<file path="config.mk">
export PLATFORM = sky130hd
export DESIGN_NAME = memory_arbiter
export DESIGN_NICKNAME = d
export VERILOG_FILES = /design/src/rtl/memory_arbiter_pkg.sv /design/src/rtl/memory_arbiter_picker.sv /design/src/rtl/memory_arbiter.sv
export SDC_FILE = /design/constraint.sdc
export NUM_CORES = 1
export LEC_CHECK = 0
export BUFFER_PORTS_ARGS = -buffer_cell sky130_fd_sc_hd__buf_2
export CAP_MARGIN = 30
export CORE_AREA = 2 2 111 113
export CTS_CLUSTER_DIAMETER = 120
export DETAILED_ROUTE_END_ITERATION = 10
export DIE_AREA = 0 0 113 115
export GPL_TIMING_DRIVEN = 0
export HOLD_SLACK_MARGIN = 0.05
export MAX_ROUTING_LAYER = met4
export PLACE_DENSITY = 0.43
export SLEW_MARGIN = 30
export SYNTH_ARGS = -nofsm -noshare
export SYNTH_HDL_FRONTEND = slang
export SYNTH_HIERARCHICAL = 1
export SYNTH_SLANG_ARGS = --single-unit
</file>
<file path="constraint.sdc">
create_clock -name clk -period 2.9 [get_ports clk]
set_input_delay 0.29 -clock clk [delete_from_list [all_inputs] [get_ports clk]]
set_output_delay 0.29 -clock clk [all_outputs]
set_load 0.1 [all_outputs]
</file>
<file path="src/rtl/memory_arbiter_pkg.sv">
// Shared types for memory_arbiter: FSM state encoding and requester indices.
package memory_arbiter_pkg;

    typedef enum logic [1:0] {
        IDLE  = 2'd0,
        GRANT = 2'd1,
        BUSY  = 2'd2
    } arb_state_t;

    localparam logic ARB_M0 = 1'b0;
    localparam logic ARB_M1 = 1'b1;

endpackage

</file>
<file path="src/rtl/memory_arbiter_picker.sv">
// Combinational winner selection for memory_arbiter.
// Round-robin tie-break when MEMORY_ARBITER_ROUND_ROBIN_EN is defined, else m0 fixed priority.
module arbiter_picker
    import memory_arbiter_pkg::*;
(
    input  logic [1:0] request,
    input  logic       last_owner,
    output logic       winner,
    output logic       any
);

`ifndef MEMORY_ARBITER_ROUND_ROBIN_EN
    logic unused_last_owner;
    assign unused_last_owner = last_owner;
`endif

    always_comb begin
        any    = |request;
        winner = ARB_M0;
        if (request == 2'b11) begin
`ifdef MEMORY_ARBITER_ROUND_ROBIN_EN
            winner = ~last_owner;
`else
            winner = ARB_M0;
`endif
        end else if (request[1]) begin
            winner = ARB_M1;
        end
    end

endmodule

</file>
<file path="src/rtl/memory_arbiter.sv">
// Two-requester arbiter for the single memory port; one transaction outstanding at a time.
// Tie-break policy is selected by MEMORY_ARBITER_ROUND_ROBIN_EN (see arbiter_picker).
module memory_arbiter
    import memory_arbiter_pkg::*;
#(
    parameter int ADDRESS_WIDTH = 32,
    parameter int DATA_WIDTH    = 32
) (
    input  logic                      clk,
    input  logic                      reset,

    input  logic                      m0_request,
    input  logic                      m0_enable,
    input  logic                      m0_command,
    input  logic [ADDRESS_WIDTH-1:0]  m0_address,
    input  logic [DATA_WIDTH-1:0]     m0_write_data,
    input  logic [DATA_WIDTH/8-1:0]   m0_write_strobe,
    output logic                      m0_ready,
    output logic                      m0_valid,

    input  logic                      m1_request,
    input  logic                      m1_enable,
    input  logic                      m1_command,
    input  logic [ADDRESS_WIDTH-1:0]  m1_address,
    input  logic [DATA_WIDTH-1:0]     m1_write_data,
    input  logic [DATA_WIDTH/8-1:0]   m1_write_strobe,
    output logic                      m1_ready,
    output logic                      m1_valid,

    output logic [DATA_WIDTH-1:0]     read_data,

    input  logic                      memory_ready,
    input  logic                      memory_valid,
    input  logic [DATA_WIDTH-1:0]     memory_read_data,
    output logic                      memory_enable,
    output logic                      memory_command,
    output logic [ADDRESS_WIDTH-1:0]  memory_address,
    output logic [DATA_WIDTH-1:0]     memory_write_data,
    output logic [DATA_WIDTH/8-1:0]   memory_write_strobe,

    output logic                      debug_owner,
    output logic [1:0]                debug_state
);

    arb_state_t state_q, state_d;
    logic       owner_q, owner_d;
    logic       last_owner_q, last_owner_d;
    logic       winner, any;
    logic       owner_request, owner_enable;
    logic       grant_ready, issue, active;

    arbiter_picker u_picker (
        .request    ({m1_request, m0_request}),
        .last_owner (last_owner_q),
        .winner     (winner),
        .any        (any)
    );

    assign owner_request = (owner_q == ARB_M1) ? m1_request : m0_request;
    assign owner_enable  = (owner_q == ARB_M1) ? m1_enable  : m0_enable;

    always_ff @(posedge clk) begin
        if (reset) begin
            state_q      <= IDLE;
            owner_q      <= ARB_M0;
            last_owner_q <= ARB_M1;
        end else begin
            state_q      <= state_d;
            owner_q      <= owner_d;
            last_owner_q <= last_owner_d;
        end
    end

    always_comb begin
        state_d      = state_q;
        owner_d      = owner_q;
        last_owner_d = last_owner_q;
        grant_ready  = 1'b0;
        issue        = 1'b0;
        unique case (state_q)
            IDLE: begin
                if (any) begin
                    owner_d = winner;
                    state_d = GRANT;
                end
            end
            GRANT: begin
                grant_ready = memory_ready;
                // An enable while memory_ready is low never reaches memory.
                issue       = owner_enable && memory_ready;
                if (issue) begin
                    last_owner_d = owner_q;
                    state_d      = memory_valid ? IDLE : BUSY;
                end else if (!owner_request) begin
                    state_d = IDLE;
                end
            end
            BUSY: begin
                if (memory_valid) state_d = IDLE;
            end
            default: state_d = IDLE;
        endcase
    end

    assign active   = (state_q != IDLE) && !reset;

    assign m0_ready = grant_ready && !reset && (owner_q == ARB_M0);
    assign m1_ready = grant_ready && !reset && (owner_q == ARB_M1);
    assign m0_valid = memory_valid && active && (owner_q == ARB_M0);
    assign m1_valid = memory_valid && active && (owner_q == ARB_M1);

    assign memory_enable       = issue && !reset;
    assign memory_command      = (owner_q == ARB_M1) ? m1_command      : m0_command;
    assign memory_address      = (owner_q == ARB_M1) ? m1_address      : m0_address;
    assign memory_write_data   = (owner_q == ARB_M1) ? m1_write_data   : m0_write_data;
    assign memory_write_strobe = (owner_q == ARB_M1) ? m1_write_strobe : m0_write_strobe;

    assign read_data   = memory_read_data;
    assign debug_owner = owner_q;
    assign debug_state = state_q;

endmodule

</file>
# Yosys cells after proc, flatten, opt, wreduce, memory -nomap -nowiden
# Index checks and enable logic that the tools add are counted.
# W data, S select, Z words.
[word_totals]
output_inout_bits = 109
ff_bits = 3
inputBits = 178
wordCells = 40
[classes]
n_reduce_logical = 15
n_eq_ne = 6
n_mux = 16
bitwise = 1
[op_table]
columns = ["op", "n"]
rows = [
  ["$mux W32", 2],
  ["$mux W2", 5],
  ["$logic_and A1 B1 Y1", 9],
  ["$mux W1", 7],
  ["$pmux W2 S3", 1],
  ["$eq A2 B2 Y1 const B", 2],
  ["$mux W4", 1],
  ["$ne A2 B2 Y1 const B", 2],
  ["$ne A3 B3 Y1 const B", 1],
  ["$reduce_and A3 Y1", 1],
  ["$eq A2 B1 Y1 const B", 1],
  ["$logic_not A2 Y1", 1],
  ["$reduce_and A2 Y1", 1],
  ["$reduce_bool A2 Y1", 1],
  ["$reduce_or A2 Y1", 1],
  ["$logic_not A1 Y1", 1],
  ["$not A1 Y1", 1],
]

# Longest topological paths before layout
# Gate-level depths: netlist of run 1.
[depth]
depth_word = 4
mapped_depth = 4
depth_no_buf = 4

# Modules after synthesis
# The synthesis of run 1 kept the hierarchy.
[by_module_without_submodules]
columns = ["module", "n_inst", "cells_each", "area_each_um2", "seq_area_each_um2"]
rows = [
  ["memory_arbiter", 1, 140, 1348.8, 80.1],
  ["arbiter_picker", 1, 2, 12.5, 0.0],
]

# Worst setup path after synthesis of run 1
# Ideal clock, no wire load.
[synth_timing]
path_kind = "register -> output"
startpoint = "register owner_q, in the netlist debug_owner"
endpoint = "output m1_valid"
t_required_ns = 2.610
stages_incl_launch_ff = 4
n_path_buf = 1
slack_ns = -1.837
arrival_ns = 4.447
cell_sequence = "dfxtp_1 buf_6 inv_1 nor4b_1"
[synth_via]
elab_chain_cells = 1
[synth_rtl]
columns = ["element", "line_no", "text"]
rows = [
  ["start, declared", "memory_arbiter.sv:46", "logic owner_q, owner_d;"],
  ["start signal, assigned", "memory_arbiter.sv:69", "owner_q <= owner_d;"],
  ["$logic_and A1 B1 Y1", "memory_arbiter.sv:110", "assign m1_valid = memory_valid && active && (owner_q == ARB_M1);"],
  ["end, declared", "memory_arbiter.sv:28", "output logic m1_valid,"],
]
# No other way between the ends.

# Worst setup path after layout of run 1
[layout_timing]
startpoint = "register owner_q, in the netlist debug_owner"
endpoint = "output memory_write_strobe[3]"
[layout_via]
elab_chain_cells = 1
[layout_rtl]
columns = ["element", "line_no", "text"]
rows = [
  ["$mux W4", "memory_arbiter.sv:116", "assign memory_write_strobe = (owner_q == ARB_M1) ? m1_write_strobe : m0_write_strobe;"],
  ["end, declared", "memory_arbiter.sv:39", "output logic [DATA_WIDTH/8-1:0] memory_write_strobe,"],
]
# No other way between the ends.

==> results of run 1 <==
## stage by stage
| stage | util | power (uW) | setup TNS, ps | instance area, um^2 |
|---|---|---|---|---|
| after global placement | 0.2379 | 1219 | 0 | 2810 |
| final | 0.2446 | 1432 | 0 | 2889 |
| after detailed placement | 0.2379 | 1222 | 0 | 2810 |
| after global routing | 0.2446 | 1484 | 0 | 2889 |
| after CTS | 0.2446 | 1445 | 0 | 2889 |
| after floorplan | - | 1019 | -444.5 | 1360 |
## worst max-delay path: stages (launching register included)
cell,delay [ps]
dfxtp_1,400
buf_6,190
buf_4,200
mux2_2,350
buf_2,320
## cell type report
type                    instances  share of cell area
plain buffers                  41              0.1078
clock buffers                   4             0.02728
inverters                       3            0.003898
multi-input cells              91              0.3382
flip-flops and latches          3             0.02079
well taps                     147             0.06366
repair buffers                253              0.4383
## layer usage
layer | vias up | track usage | wire [um]
met1 | 841 | 0.09867 | 2418
met5 | - | - | 0
met2 | 143 | 0.1561 | 3468
met3 | 2 | 0.03374 | 961
li1 | 977 | - | -
met4 | 0 | 0.01220 | 19
## sequential cells by signal, summed over array words and instances, names as in the netlist
name,flops
debug_owner,1
debug_state,2
## power groups by stage
stage | Clock [uW] | Combinational, uW | Sequential (uW)
2_1_floorplan | 0 | 945 | 74.2
3_3_place_gp | 0 | 1170 | 51.7
3_5_place_dp | 0 | 1170 | 52.1
4_1_cts | 222 | 1170 | 51.5
5_1_grt | 231 | 1200 | 52.0
6_report | 218 | 1160 | 51.5
## path summary, 6_finish.rpt
path | depth (start not counted) | slack (ps) | endpoint
worst min-delay path | 4 | 440 | debug_owner
worst min register to register | 2 | 690 | debug_state[0]
worst max-delay path | 4 | 920 | memory_write_strobe[3]
worst max register to register | 3 | 1660 | debug_state[1]
==> results.sh, run 1 <==
export IMPL_drt_initial_drc_count=68
export IMPL_antenna_left=0
export IMPL_first_global_vias=1716
export IMPL_post_place_ws_ps=1072
export IMPL_ir_worst_vdd_uv=213.6
export IMPL_detail_route_vias_per_cell=3.622
export IMPL_grt_usage=0.08892
export IMPL_internal_power_uw=480.3
export IMPL_status="finished with violations"
export IMPL_syn_area_per_cell_um2=9.593
export IMPL_leakage_uw=0.001597
export IMPL_dp_cells=538
export IMPL_overflow=0
export IMPL_seqCellArea_um2=60.06
export IMPL_hp_class="in2reg"
export IMPL_r2r_start="debug_owner"
export IMPL_htreeDepth=1
export IMPL_clkSinkCount=3
export IMPL_combPwrFrac=0.812
export IMPL_final_common_cell="buf_2"
export IMPL_drive_gt1_frac=0.9443
export IMPL_grt_start_max_net_pins=11
export IMPL_grt_pass1_wl_um=8797
export IMPL_cts_root_buffer="clkbuf_16"
export IMPL_slew_headroom=0.6250
export IMPL_crit_path_max_fanout=10
export IMPL_hold_ws_ps=438.8
export IMPL_cts_tree="done"
export IMPL_critical_path_class="reg2out"
export IMPL_diodes=0
export IMPL_core_um2=11810
export IMPL_wl_per_cell_um=12.67
export IMPL_worstSkewPairLatency_ps=220
export IMPL_row_count=40
export IMPL_powerDensity_nw_per_um2=495.5
export IMPL_io_buffers=253
export IMPL_die_area_um2=13000
export IMPL_synth_warnings=6
export IMPL_multi_input_area_um2=977.2
export IMPL_end_kind="output port"
export IMPL_setup_viol=0
export IMPL_ctsHoldBuffers=0
export IMPL_p_clk_frac=0.152
export IMPL_hold_start="m0_request"
export IMPL_drv_cap=0
export IMPL_fin_ws_ps=922.5
export IMPL_switchingPower_uw=951.3
export IMPL_cp_startpoint="debug_owner"
export IMPL_firstDrtPassIters=7
export IMPL_num_fill_cells=1314
export IMPL_sequentialPowerShare=0.036
export IMPL_final_cell_mix="253 x buf_2, 71 x mux2_2, 38 x buf_4"
export IMPL_fmax_ghz=0.5057
export IMPL_syn2layout_area_growth_pct=118.2
export IMPL_ctsResizeCount=0
export IMPL_drv_slew=0
export IMPL_vias=1963
export IMPL_worstSetupStartpointType="flop"
export IMPL_cts_made_buffers=3
export IMPL_stdcell_count=542
export IMPL_violations="design-rule violations"
export IMPL_switching_share=0.6645
export IMPL_clk_pin_slew_ps=30
export IMPL_post_cts_setup_buffers=0
export IMPL_fin_skew_ps=1.675
export IMPL_io_pins=287
export IMPL_finalHoldViolations=0
export IMPL_cts_path_max_buffers=2
export IMPL_die_y_um=115
export IMPL_hpwlAfterDp_um=6296
export IMPL_synth_nets=316
export IMPL_rsz0062_at_grt="false"
export IMPL_period_needed_ps=1978
export IMPL_tightest_slew_ps=566.4
export IMPL_antenna_found_initial=0
export IMPL_timing_final_crit_share=0.6819
export IMPL_drcViolationCount=20
export IMPL_wl_um=6868
export IMPL_place_congestion=0.6896
export IMPL_cp_data_arrival_time_ps=1690
export IMPL_start_util=0.1121
export IMPL_final_nets=574
export IMPL_required_ps=2610
export IMPL_netlist_instances=138
export IMPL_syn_cell_area_um2=1324
export IMPL_fp_dieW_um=113
Power figures use the tool's default switching activity.
==> run 2: changes to the inputs <==
ABC_AREA = 1   (was unset)
CORE_AREA = 2 2 112 114   (was 2 2 111 113)
DIE_AREA = 0 0 114 116   (was 0 0 113 115)
PLACE_DENSITY = 0.44   (was 0.43)
clock period = 1.7 ns   (was 2.9 ns; I/O delays follow)
==> results.sh, run 2 <==
export IMPL_timing_rr_end="debug_owner"
export IMPL_drt_initial_drc_count=30
export IMPL_top_layer="met4"
export IMPL_worstSetupStartpointType="flop"
export IMPL_path_buf_inv=3
export IMPL_required_ps=1530
export IMPL_post_place_ws_ps=30.82
export IMPL_overflow=0
export IMPL_drive_gt1_frac=0.6982
export IMPL_grt_pass1_wl_um=10820
export IMPL_grt_start_max_net_pins=11
export IMPL_cts_tree="done"
export IMPL_wl_um=7744
export IMPL_fin_ws_ps=55.95
export IMPL_firstDrtPassIters=4
export IMPL_start_util=0.1103
export IMPL_fp_dieW_um=114
export IMPL_cts_root_buffer="clkbuf_16"
export IMPL_hold_end="debug_state[0]"
export IMPL_die_area_um2=13220
export IMPL_wl_per_cell_um=11.11
export IMPL_fin_skew_ps=2.354
export IMPL_dpl_instance_area_um2=2985
export IMPL_netlist_instances=292
export IMPL_syn_area_per_cell_um2=4.499
export IMPL_status="complete, no violations"
export IMPL_post_cts_setup_buffers=0
export IMPL_cts_path_max_buffers=2
export IMPL_drcViolationCount=0
export IMPL_syn_cell_area_um2=1314
export IMPL_row_count=40
export IMPL_r2r_start="debug_owner"
export IMPL_drv_cap=0
export IMPL_cts_made_buffers=3
export IMPL_finish_instance_area_um2=3458
export IMPL_hpwlAfterDp_um=6599
export IMPL_place_congestion=0.7600
export IMPL_cp_common_cell="buf_4"
export IMPL_htreeDepth=1
export IMPL_io_pins=287
export IMPL_ctsHoldBuffers=0
export IMPL_hold_start="reset"
export IMPL_first_global_vias=2464
export IMPL_critPathTopFamily="buffers and inverters"
export IMPL_final_nets=729
export IMPL_worstSkewPairLatency_ps=220
export IMPL_wl_met2_um=4313
export IMPL_cp_data_arrival_time_ps=1470
export IMPL_leakage_uw=0.002096
export IMPL_clkSinkCount=3
export IMPL_wl_met3_um=637
export IMPL_critical_path_class="reg2out"
export IMPL_crit_path_max_fanout=10
export IMPL_tightest_slew_ps=499.8
export IMPL_setup_viol=0
export IMPL_ir_worst_vdd_uv=812.2
export IMPL_path_cells="buf_4 -> buf_4 -> nor2_4 -> buf_2"
export IMPL_synth_nets=470
export IMPL_cpMaxStageDelayCell="buf_2"
export IMPL_detail_route_vias_per_cell=3.846
export IMPL_drv_slew=0
export IMPL_diodes=0
export IMPL_vias=2681
export IMPL_final_cell_mix="190 x buf_2, 147 x nand2_1, 69 x nand2_2"
export IMPL_min_path_cells=2
export IMPL_io_buffers=254
export IMPL_rrSetupSlack_ps=690
export IMPL_p_total_uw=3406
export IMPL_slew_headroom=0.6691
export IMPL_met1Wirelength_um=2775
export IMPL_finalHoldViolations=0
export IMPL_antenna_left=0
export IMPL_period_needed_ps=1644
export IMPL_fmax_ghz=0.6083
export IMPL_slowest_delay_ps=430
export IMPL_end_kind="output port"
export IMPL_grt_usage=0.1025
export IMPL_die_y_um=116
export IMPL_reg2regPathDepth=4
export IMPL_hp_class="in2reg"
export IMPL_largest_reg_flops=2
export IMPL_clk_pin_slew_ps=30
export IMPL_synth_warnings=6
export IMPL_core_um2=11910
export IMPL_antenna_found_initial=0
export IMPL_syn2layout_area_growth_pct=163.2
export IMPL_timing_final_crit_share=0.9671
export IMPL_ctsResizeCount=75
export IMPL_final_common_cell="buf_2"
export IMPL_powerDensity_nw_per_um2=984.9
[run 2: report_power, final]
part / internal (uW) / switching (uW) / total (uW)
Clock: 310 / 67.7 / 377
Combinational: 683 / 2260 / 2950
Sequential: 76.9 / 5.94 / 82.9
Total: 1070 / 2340 / 3410
[run 2: final cells by class]
cell class / count / area [um^2]
inverters: 7 / 26.28
flip-flops and latches: 3 / 68.82
well taps: 147 / 183.9
fillers: 1351 / 8453
clock buffers: 4 / 78.83
plain buffers: 48 / 342.8
repair buffers: 254 / 1648
multi-input cells: 234 / 1110
[run 2: worst max path at each step]
stage	depth (start not counted)	end	from
global route	6	memory_write_data[27]	debug_owner
floorplan	4	m1_ready	debug_state[0]
global placement	6	memory_write_data[24]	debug_owner
CTS	6	memory_address[10]	debug_owner
finish	4	m0_valid	debug_owner
detailed placement	6	memory_write_data[24]	debug_owner
[run 2: worst reg2reg max path: cells and delay by family, from the launching register on]
| kind | cells | cell delay [ps] |
|---|---|---|
| DFF | 1 | 340 |
| buffers and inverters | 3 | 450 |
| AOI/OAI and AO/OA | 1 | 100 |
[run 2: layer usage]
layer  vias up  global-route usage
met5         -                   -
met2       154              0.2095
met4         0            0.008943
met3         2             0.01360
li1       1354                   -
met1      1171              0.1072
[run 2: through the flow]
step | util | std cells | hold slack (ps) | setup TNS, ps
after CTS | 0.2730 | 697 | 176.4 | -1.828
after floorplan | - | 292 | 229.4 | 0
after global placement | 0.2506 | 693 | 410.1 | 0
final | 0.2903 | 697 | 174.2 | 0
after global routing | 0.2903 | 697 | 189.2 | -2.692
after detailed placement | 0.2506 | 693 | 406.7 | 0
==> run 3: changes to the inputs <==
GPL_TIMING_DRIVEN = unset   (was 0)
==> results.sh, run 3 (synthesis results as in run 2) <==
export IMPL_tns_ps=0
export IMPL_vias=2315
export IMPL_status="complete, no violations"
export IMPL_leakage_uw=0.002037
export IMPL_clk_pin_slew_ps=30
export IMPL_die_area_um2=13220
export IMPL_grt_usage=0.09646
export IMPL_cp_data_arrival_time_ps=1400
export IMPL_cts_path_max_buffers=2
export IMPL_largest_reg_flops=2
export IMPL_fmax_ghz=0.6379
export IMPL_dp_cells=617
export IMPL_busiest_layer="met2"
export IMPL_detail_route_vias_per_cell=3.728
export IMPL_die_y_um=116
export IMPL_ir_worst_vdd_uv=633.1
export IMPL_first_global_vias=2222
export IMPL_powerDensity_nw_per_um2=930.4
export IMPL_hold_start="reset"
export IMPL_multi_input_area_um2=1110
export IMPL_cts_tree="done"
export IMPL_period_needed_ps=1568
export IMPL_setup_viol=0
export IMPL_hpwlAfterDp_um=5971
export IMPL_fp_dieW_um=114
export IMPL_drt_initial_drc_count=71
export IMPL_required_ps=1530
export IMPL_place_congestion=0.8209
export IMPL_diodes=0
export IMPL_wl_per_cell_um=10.84
export IMPL_core_um2=11910
export IMPL_rrSetupSlack_ps=560
export IMPL_overflow=0
export IMPL_drive_gt1_frac=0.6498
export IMPL_slew_headroom=0.6716
export IMPL_final_cell_mix="148 x buf_2, 147 x nand2_1, 77 x buf_12"
export IMPL_drv_slew=0
export IMPL_cts_root_buffer="clkbuf_16"
export IMPL_finalHoldViolations=0
export IMPL_critical_path_class="reg2out"
export IMPL_p_total_uw=3496
export IMPL_stdcell_count=621
export IMPL_io_buffers=222
export IMPL_seqCellArea_um2=68.82
export IMPL_num_fill_cells=1297
export IMPL_antenna_left=0
export IMPL_final_nets=653
export IMPL_io_pins=287
export IMPL_start_util=0.1103
export IMPL_final_common_cell="buf_2"
export IMPL_end_kind="output port"
export IMPL_timing_rr_end="debug_state[0]"
export IMPL_timing_final_crit_share=0.9221
export IMPL_drcViolationCount=0
export IMPL_rsz0062_at_grt="false"
export IMPL_cts_made_buffers=3
export IMPL_grt_start_max_net_pins=39
export IMPL_gr_usage_met2=0.1786
export IMPL_antenna_found_initial=0
export IMPL_crit_path_max_fanout=38
export IMPL_wl_um=6729
export IMPL_ctsResizeCount=0
export IMPL_hp_class="in2reg"
export IMPL_tightest_slew_ps=496.0
export IMPL_syn2layout_area_growth_pct=186.0
export IMPL_reg2regPathDepth=6
export IMPL_worstSetupStartpointType="flop"
export IMPL_ctsHoldBuffers=0
export IMPL_hold_end="debug_state[0]"
export IMPL_firstDrtPassIters=4
export IMPL_post_route_util=0.3154
export IMPL_grt_pass1_wl_um=10120
export IMPL_fin_skew_ps=0.1499
export IMPL_min_path_cells=2
export IMPL_r2r_start="debug_owner"
export IMPL_drv_cap=0
export IMPL_use_met3=0.02563
export IMPL_clkSinkCount=3
export IMPL_htreeDepth=1
export IMPL_hold_ws_ps=181.7
export IMPL_row_count=40
export IMPL_met1_usage=0.09777
export IMPL_post_cts_setup_buffers=0
export IMPL_worstSkewPairLatency_ps=230
run 3: cell count changes in the layout (fill, tap and decap cells not counted), sizes merged:
| cell | change |
|---|---|
| buf | -73 |
| clkbuf | -3 |
run 3: worst max-delay path, cell delays in order (launching register included):
cell and delay (ps):
dfxtp_4 360, buf_4 360, nand2_1 130, nand2_2 120, buf_12 180
run 3: metrics by stage:
step | worst slack [ps] | cell area, um^2
after floorplan | 15.57 | 1530
after global placement | 391.0 | 3679
after detailed placement | 370.6 | 3679
after CTS | 122.0 | 3757
after global routing | 0.7552 | 3757
final | 132.5 | 3757
run 3: worst max path at each step:
stage / startpoint / to / cells past startpoint / slack [ps]
detailed placement: debug_owner / memory_address[4] / 4 / 370
floorplan: debug_state[0] / m1_ready / 4 / 20
global placement: debug_owner / memory_write_data[1] / 4 / 390
global route: debug_owner / memory_address[4] / 4 / 0.8
finish: debug_owner / memory_address[4] / 4 / 130
CTS: debug_owner / memory_address[4] / 4 / 120
run 3: per-layer routing:
layer,vias to the layer above,share of wire
li1,1200,-
met1,965,0.35
met2,137,0.53
met3,13,0.11
met4,0,0.019
met5,-,0
run 3: final cells by class:
| class | count | area share |
|---|---|---|
| clock buffers | 4 | 0.02098 |
| inverters | 7 | 0.006993 |
| flip-flops and latches | 3 | 0.01832 |
| well taps | 147 | 0.04895 |
| repair buffers | 226 | 0.6094 |
| multi-input cells | 234 | 0.2954 |
run 3: power breakdown:
part	leakage, uW	switching [uW]	internal (uW)	total, uW
registers	0.0000264	7.59	77.0	84.6
logic	0.00197	2010	1020	3030
clock network	0.0000382	70.4	310	380
